File: src/rtl/control_logic.sv
// -----------------------------------------------------------------------------
// control_logic -- main instruction decoder of the WISC-S15 datapath.
//
// Purpose:
//   Purely combinational decode of the 4-bit opcode into the control strobes
//   used by the register file, branch/call/return logic, data memory and ALU.
//   A single register holds a sticky flag recording that the ERR opcode was
//   decoded; it is cleared only by reset.
//
// Ports:
//   clk           in   1  system clock, rising edge
//   rst_n         in   1  asynchronous active-low reset
//   opcode        in   4  instruction opcode (instr[15:12])
//   data_reg      out  1  read_data_1 sourced from Data Segment reg (LW/SW)
//   call          out  1  read_data_1 sourced from Stack Pointer; CALL flow
//   rtrn          out  1  RET flow control
//   branch        out  1  conditional branch (B)
//   mem_to_reg    out  1  load write-back (LW)
//   reg_to_mem    out  1  store (SW)
//   alu_op        out  3  ALU operation, always opcode[2:0]
//   alu_src       out  1  1 = operand B immediate (LW/SW/INC)
//   sign_ext_sel  out  1  INC immediate format select
//   reg_rt_src    out  1  read_reg_2 selects rt for SW store data
//   illegal_op    out  1  sticky: ERR opcode decoded since last reset
// -----------------------------------------------------------------------------
module control_logic (
  input  logic       clk,
  input  logic       rst_n,
  input  logic [3:0] opcode,
  output logic       data_reg,
  output logic       call,
  output logic       rtrn,
  output logic       branch,
  output logic       mem_to_reg,
  output logic       reg_to_mem,
  output logic [2:0] alu_op,
  output logic       alu_src,
  output logic       sign_ext_sel,
  output logic       reg_rt_src,
  output logic       illegal_op
);

  typedef enum logic [3:0] {
    OP_ADD  = 4'b0000,
    OP_SUB  = 4'b0001,
    OP_NAND = 4'b0010,
    OP_XOR  = 4'b0011,
    OP_INC  = 4'b0100,
    OP_SRA  = 4'b0101,
    OP_SRL  = 4'b0110,
    OP_SLL  = 4'b0111,
    OP_LW   = 4'b1000,
    OP_SW   = 4'b1001,
    OP_LHB  = 4'b1010,
    OP_LLB  = 4'b1011,
    OP_B    = 4'b1100,
    OP_CALL = 4'b1101,
    OP_RET  = 4'b1110,
    OP_ERR  = 4'b1111
  } opcode_e;

  // Decode. Outputs are gated by rst_n so that reset forces every strobe and
  // alu_op to zero asynchronously. Opcodes with no strobes (arithmetic,
  // shifts, LHB, LLB, ERR) and non-0/1 opcode bits fall through to the
  // all-zero defaults.
  always_comb begin
    data_reg     = 1'b0;
    call         = 1'b0;
    rtrn         = 1'b0;
    branch       = 1'b0;
    mem_to_reg   = 1'b0;
    reg_to_mem   = 1'b0;
    alu_op       = '0;
    alu_src      = 1'b0;
    sign_ext_sel = 1'b0;
    reg_rt_src   = 1'b0;
    if (rst_n) begin
      alu_op = opcode[2:0];
      case (opcode)
        OP_INC: begin
          alu_src      = 1'b1;
          sign_ext_sel = 1'b1;
        end
        OP_LW: begin
          data_reg   = 1'b1;
          mem_to_reg = 1'b1;
          alu_src    = 1'b1;
        end
        OP_SW: begin
          data_reg   = 1'b1;
          reg_to_mem = 1'b1;
          reg_rt_src = 1'b1;
          alu_src    = 1'b1;
        end
        OP_B:    branch = 1'b1;
        OP_CALL: call   = 1'b1;
        OP_RET:  rtrn   = 1'b1;
        default: ;
      endcase
    end
  end

  // Sticky illegal-opcode flag; sampled on the clock, so releasing reset
  // while ERR is present sets it on the following rising edge.
  always_ff @(posedge clk or negedge rst_n) begin
    if (!rst_n) begin
      illegal_op <= 1'b0;
    end else if (opcode == OP_ERR) begin
      illegal_op <= 1'b1;
    end
  end

endmodule

File: config.mk
export PLATFORM = sky130hd
export DESIGN_NAME = control_logic
export DESIGN_NICKNAME = d
export VERILOG_FILES = /design/src/rtl/control_logic.sv
export SDC_FILE = /design/constraint.sdc
export NUM_CORES = 1
export LEC_CHECK = 0
export BUFFER_PORTS_ARGS = -buffer_cell sky130_fd_sc_hd__clkbuf_2
export CAP_MARGIN = 20
export CORE_AREA = 2 2 39 41
export CTS_CLUSTER_SIZE = 10
export DETAILED_ROUTE_END_ITERATION = 16
export DIE_AREA = 0 0 41 43
export PLACE_DENSITY = 0.42
export SLEW_MARGIN = 30
export SYNTH_ARGS = -nofsm -noshare
export SYNTH_HDL_FRONTEND = slang
export SYNTH_SLANG_ARGS = --single-unit
File: constraint.sdc
create_clock -name clk -period 0.95 [get_ports clk]
set_clock_uncertainty 0.05 [all_clocks]
set_input_delay 0 -clock clk [delete_from_list [all_inputs] [get_ports clk]]
set_output_delay 0 -clock clk [all_outputs]
set_load 0.01 [all_outputs]
After elaboration in Yosys (flattened, before gate mapping)
Cells that the tools add are included.
Widths: inputs -> output; s select.
{"block": "totals", "reg_bits": 1, "latchBits": 0, "ramBits": 0, "rom_bits": 0, "inputBits": 6, "out_inout_bits": 13, "word_cells": 27, "n_memories": 0}
{"block": "classes", "add_sub_neg": 0, "mul": 0, "n_div": 0, "n_lt_le_gt_ge": 0, "n_eq_ne": 7, "n_shift": 0, "muxes": 17, "bitwise_logic": 0, "n_reduce_logical": 2}
{"op": "$eq 4x4->1 const B", "count": 6}
{"op": "$mux 1", "count": 16}
{"op": "$eq 4x3->1 const B", "count": 1}
{"op": "$mux 3", "count": 1}
{"op": "$reduce_or 3->1", "count": 1}
{"op": "$reduce_or 2->1", "count": 1}

Depth between registers and ports, before layout
Gate-level depths: netlist of run 1.
{"block": "logic_depth", "depth_word": 4, "depth_mapped": 3, "depth_no_buf": 2}

Worst setup path after synthesis of run 1
Ideal clock, no wire load.
{"block": "synth_path", "kind": "reg-to-reg", "start": "reg illegal_op (netlist name)", "end": "reg illegal_op", "setup_ns": 0.120, "t_arrival_ns": 0.589, "t_required_ns": 0.780, "slack_ns": 0.191, "path_stages_with_launch": 2, "path_buffers": 0, "synth_period_minus_slack_ns": 0.759, "cell_sequence": "dfrtp_1 > a41o_1"}
{"item": "end signal, assigned", "line_no": "107", "rtl": "illegal_op <= 1'b0;"}
{"item": "end signal, assigned", "line_no": "109", "rtl": "illegal_op <= 1'b1;"}
{"item": "end, declared", "line_no": "40", "rtl": "output logic illegal_op"}

Worst setup path in the final report of run 1
{"block": "layout_path", "start": "in opcode[2]", "end": "out alu_src"}
{"block": "layout_via", "elab_chain_len": 4, "elab_cells_between_ends": 6, "classes_between": "eq/ne: 3; mux: 2; reduce/logical: 1"}
{"item": "start, declared", "line_no": "29", "rtl": "input logic [3:0] opcode,"}
{"item": "$eq 4x4->1 / $eq 4x3->1 (equally long branches)", "line_no": "79", "rtl": "case (opcode)"}
{"item": "$reduce_or 3->1 (no source line) *"}
{"item": "$mux 1 *", "line_no": "79"}
{"item": "$mux 1 *", "line_no": "77", "rtl": "if (rst_n) begin"}
{"item": "end, declared", "line_no": "37", "rtl": "output logic alu_src,"}
Mark *: on every way between the ends. The rest lies on a longest branch, timed or not.

==> results.py, run 1 <==
metrics = {
    "flow_run": {
        "maxCapViolations": 0,
    },
    "final_layout": {
        "fillers": 160,
        "top_register": "illegal_op",
        "top_regs": "illegal_op (1)",
        "syn_to_final_growth_pct": 70.3,
        "finalNetCount": 49,
        "largest_register_ffs": 1,
        "antenna_cells": 0,
        "drive_gt1_frac": 0.488,
        "stdcell_count": 57,
    },
    "critical_path": {
        "r2r_cells": 1,
        "crit_fanout": 7,
        "rrSetupSlack_ps": 230,
        "critPathKind": "in2out",
        "r2r-start": "illegal_op",
        "cp_data_required_time_ps": 900,
        "rr_endpoint": "illegal_op",
        "startpoint": "opcode[2]",
        "cp-start-kind": "input pin",
        "arrival_ps": 780,
        "cp-end-kind": "primary output",
    },
    "floorplan": {
        "rows": 14,
        "start_util": 0.116,
        "ios": 19,
        "coreArea_sq_um": 1380,
        "dieArea_sq_um": 1760,
        "die_w_um": 41,
        "die_h_um": 43,
    },
    "place": {
        "portBuffers": 18,
        "post-place-cells": 56,
        "hpwl_um": 426,
        "pre_cts_ws_ps": 114,
        "gp_congestion": 0.690,
    },
    "global_route": {
        "antenna_found_initial": 0,
        "grt_max_degree": 9,
        "grt_usage": 0.0521,
        "grt_overflow": 0,
        "grt_pass1_wl_um": 710,
        "first_global_vias": 183,
    },
    "timing": {
        "finalMaxSlewViolations": 0,
        "min_period_over_period": 0.871,
        "worst_slack_ps": 123,
        "relSlewSlack": 0.839,
        "hold_viol": 0,
        "grt_setup_unrepaired": "false",
        "period_minus_slack_ps": 827,
        "hold_ws_ps": 248,
        "finalSetupViolCount": 0,
        "worst_pin_slew_ps": 239,
        "setup_tns_ps": 0,
        "max_freq_mhz": 1210,
    },
    "drt": {
        "vias_per_cell": 3.79,
        "routedWlPerCell_um": 8.61,
        "drc": 0,
        "finalWirelength_um": 491,
        "ant_nets": 0,
        "vias": 216,
        "first_pass_iters": 2,
        "drt_iter0_markers": 1,
    },
    "logic_synthesis": {
        "synthTopCellsByArea": "dfrtp_1, nand2b_1, nor3_1, buf_4, and2_1",
        "yosysTopAreaCell": "dfrtp_1",
        "syn_inst": 23,
        "synth_nets": 29,
        "synth-seq-cells": 1,
        "avgSynthCellArea_sq_um": 6.96,
        "synth_top_area_share": 0.156,
        "ys_seq_area_frac": 0.156,
        "ys_warn_count": 0,
        "syn_area_sq_um": 160,
        "ys_types": 14,
    },
    "cts": {
        "post_cts_resized": 0,
        "clock_latency_ps": 0,
    },
    "pwr": {
        "p_per_area_nw_per_um2": 473,
        "p_leak_nw": 0.141,
        "vdd_ir_drop_max_uv": 279,
    },
    "worst_hold_path": {
        "hold_end": "mem_to_reg",
        "min_path_cells": 3,
        "holdCritPathClass": "in2out",
        "hold_start": "opcode[0]",
    },
    "status": {
        "status": "completed",
    },
}
==> stage by stage <==
stage	util	area [sq um]	power, mW
finish	0.197	273	0.129
detailed placement	0.190	263	0.127
floorplan	-	160	0.0885
CTS	0.197	273	0.130
global route	0.197	273	0.139
global placement	0.190	263	0.127
==> where the power goes <==
part | leakage [nW] | switching (mW) | internal [mW]
Sequential | 0.00900 | 0.00102 | 0.0457
Clock | 0 | 0 | 0
Combinational | 0.132 | 0.0450 | 0.0373
Total | 0.141 | 0.0460 | 0.0830
==> per-layer routing <==
layer,vias to the layer above,part of all wire,track usage
met2,12,0.38,0.0719
li1,115,-,-
met5,-,0,0
met1,89,0.48,0.0860
met3,0,0.14,0.0105
met4,0,0,0
==> final cells by class <==
cell class                      count  area (sq um)  area share
Inverter                            2          7.51      0.0275
Sequential cell                     1          25.0      0.0917
Tap cell                           16          20.0      0.0734
Multi-Input combinational cell     18           113       0.413
Timing Repair Buffer               20           108       0.394
==> worst max path at each step <==
stage                       endpoint  slack [ps]  cells past startpoint
final                        alu_src         120                      4
after global routing      mem_to_reg          60                      4
after CTS                    alu_src         110                      4
after detailed placement     alu_src         110                      4
after global placement    mem_to_reg          90                      4
after floorplan           illegal_op         190                      1
==> cell families after synthesis <==
family / after synthesis / synth area share
and+or+nand+nor: 16 / 0.586
DFF: 1 / 0.156
AOI/OAI and AO/OA: 2 / 0.117
buffers and inverters: 4 / 0.141
==> critical path, cell delays in order <==
cell and delay (ps):
clkbuf_2 150, or3b_1 380, a21oi_2 120, clkbuf_2 140
==> cell usage after synthesis <==
library cell  count
a21oi_2           1
a41o_1            1
and2_1            2
buf_4             2
dfrtp_1           1
inv_1             2
nand2_1           2
nand2b_1          3
nand3b_1          1
nor2_1            2
nor3_1            3
nor3b_1           1
nor4b_1           1
or3b_1            1
==> layout by cell type (no fill, tap or decap), drive strengths merged <==
| cell | instances |
|---|---|
| nand2b | 3 |
| nor3 | 3 |
| clkbuf | 18 |
| dlygate4sd3 | 1 |
| and2 | 2 |
| nand2 | 2 |
| nor4b | 1 |
| nor3b | 1 |
| dfrtp | 1 |
| a41o | 1 |
| nand3b | 1 |
| a21oi | 1 |
| inv | 2 |
| nor2 | 2 |
| or3b | 1 |
| buf | 1 |
==> repair_timing <==
action / CTS / global route
buffers inserted: 0 / 0
setup endpoints to repair: 0 / 0
endpoints found under the hold margin: 1 / 0
hold buffers: 1 / 0
Power figures use the tool's default switching activity.
==> inputs of run 2 (changes only) <==
Settings changed: CELL_PAD_IN_SITES_DETAIL_PLACEMENT set to 0, CELL_PAD_IN_SITES_GLOBAL_PLACEMENT set to 2, CORE_AREA 2 2 39 41 to not set, CORE_MARGIN set to 2, CORE_UTILIZATION set to 12, DIE_AREA 0 0 41 43 to not set, PLACE_DENSITY 0.42 to 0.74.
Clock period 0.95 ns to 0.8 ns, I/O delays scaled along.
==> run 2 against run 1 <==
Compared with the run above:
- register-to-register slack lost 160 ps
- wire length grew 2.2%
- global-route usage grew 0.78 points
- power grew 38%
- sequential share of layout area shrank 1.5 points
- setup slack lost 110 ps
- die area shrank 6.8%
- utilization grew 5.9 points
- hold slack lost 42 ps
- flip-flop and latch count is the same
- largest cell class is now buffers
==> results.py, run 2 (same netlist as run 1, synthesis figures left out) <==
metrics = {
    "critical_path": {
        "rrSetupSlack_ps": 70,
        "critPathKind": "in2out",
        "arrival_ps": 730,
        "cp_data_required_time_ps": 750,
        "path_buf_inv": 2,
        "rr_endpoint": "illegal_op",
        "r2r-start": "illegal_op",
        "crit_fanout": 5,
        "r2r_cells": 1,
        "slowest_stage": "or3b_1",
        "cp-end-kind": "primary output",
        "cp-start-kind": "input pin",
        "crit_family": "simple AND/OR/NAND/NOR gates",
        "critPathMaxStageDelay_ps": 380,
        "crit_chain": "buf_8, or3b_1, a21oi_2, buf_2",
    },
    "final_layout": {
        "fin_util": 0.256,
        "final_cell_mix": "clkbuf_2, buf_4",
        "top_regs": "illegal_op (1)",
        "finalNetCount": 53,
        "stdcell_count": 60,
        "fillers": 146,
        "antenna_cells": 0,
        "drive_gt1_frac": 0.600,
        "top_register": "illegal_op",
        "final_common_cell": "clkbuf_2",
        "largest_register_ffs": 1,
        "syn_to_final_growth_pct": 103,
    },
    "status": {
        "status": "completed",
    },
    "pwr": {
        "p_sw_mw": 0.0607,
        "p_per_area_nw_per_um2": 549,
        "clkPwrFrac": 0,
        "vdd_ir_drop_max_uv": 356,
        "seqPwrFrac": 0.311,
        "p_leak_nw": 0.167,
        "switching_share": 0.340,
        "p_int_mw": 0.118,
        "p_comb_frac": 0.689,
    },
    "floorplan": {
        "die_w_um": 40.5,
        "die_h_um": 40.5,
        "dieArea_sq_um": 1640,
        "coreArea_sq_um": 1270,
        "rows": 13,
        "ios": 19,
        "start_util": 0.126,
    },
    "place": {
        "gp_congestion": 0.712,
        "post-place-cells": 58,
        "pre_cts_ws_ps": -35.1,
        "portBuffers": 18,
        "hpwl_um": 440,
    },
    "global_route": {
        "first_global_vias": 166,
        "grt_usage": 0.0598,
        "grt_max_degree": 9,
        "antenna_found_initial": 0,
        "grt_overflow": 0,
        "grt_pass1_wl_um": 710,
    },
    "flow_run": {
        "maxCapViolations": 0,
    },
    "drt": {
        "drt_iter0_markers": 1,
        "vias": 228,
        "first_pass_iters": 2,
        "ant_nets": 0,
        "drc": 0,
        "finalWirelength_um": 502,
        "routedWlPerCell_um": 8.37,
        "vias_per_cell": 3.80,
    },
    "timing": {
        "grt_setup_unrepaired": "true",
        "hold_viol": 0,
        "worst_pin_slew_ps": 241,
        "max_freq_mhz": 1280,
        "period_minus_slack_ps": 784,
        "worst_slack_ps": 15.9,
        "min_period_over_period": 0.980,
        "finalMaxSlewViolations": 0,
        "relSlewSlack": 0.838,
        "finalSetupViolCount": 0,
    },
    "worst_hold_path": {
        "holdCritPathClass": "in2reg",
        "hold_end": "illegal_op",
        "min_path_cells": 2,
        "hold_start": "opcode[0]",
    },
    "cts": {
        "path_clk_slew_ps": 0,
        "clock_latency_ps": 0,
    },
}
run 2: layer usage:
layer | global-route usage | routed length (um)
met1 | 0.103 | 237
met2 | 0.0794 | 202
met3 | 0.00556 | 62
met4 | 0 | 0
met5 | 0 | 0
run 2: what timing repair did:
item | 4_1_cts | 5_1_grt
setup buffers | 0 | 1
setup endpoints to repair | 2 | 5
hold buffers | 1 | 0
gates resized for setup | 0 | 8
endpoints found under the hold margin | 1 | 0
pin swaps | 2 | 2
run 2: worst max-delay path by stage:
stage | slack (ps) | endpoint | cells after the start | start
after floorplan | 40 | illegal_op | 1 | illegal_op
after global placement | -20 | alu_src | 4 | opcode[0]
after detailed placement | -40 | alu_src | 4 | opcode[0]
after CTS | -30 | mem_to_reg | 4 | opcode[1]
after global routing | -10 | mem_to_reg | 4 | opcode[1]
final | 20 | alu_src | 4 | opcode[0]
run 2: stage by stage:
step / hold slack [ps] / cell area, sq um / total power, mW / TNS [ps]
after floorplan: -346 / 160 / 0.105 / 0
after global placement: -236 / 284 / 0.162 / -45.6
final: 206 / 325 / 0.179 / 0
after detailed placement: -235 / 284 / 0.163 / -68.9
after global routing: 224 / 325 / 0.191 / -22.3
after CTS: 262 / 294 / 0.167 / -67.3
run 2: layout make-up:
type	instances	area, sq um	share of cell area
repair buffers	24	148	0.454
inverters	2	7.51	0.0231
flip-flops and latches	1	25.0	0.0769
well taps	15	18.8	0.0577
multi-input cells	18	126	0.388
run 2: power groups by stage:
stage	clock, mW	combinational, mW	sequential, mW
6_report	0	0.123	0.0556
5_1_grt	0	0.135	0.0559
4_1_cts	0	0.111	0.0557
3_5_place_dp	0	0.108	0.0557
3_3_place_gp	0	0.107	0.0558
2_1_floorplan	0	0.0481	0.0570
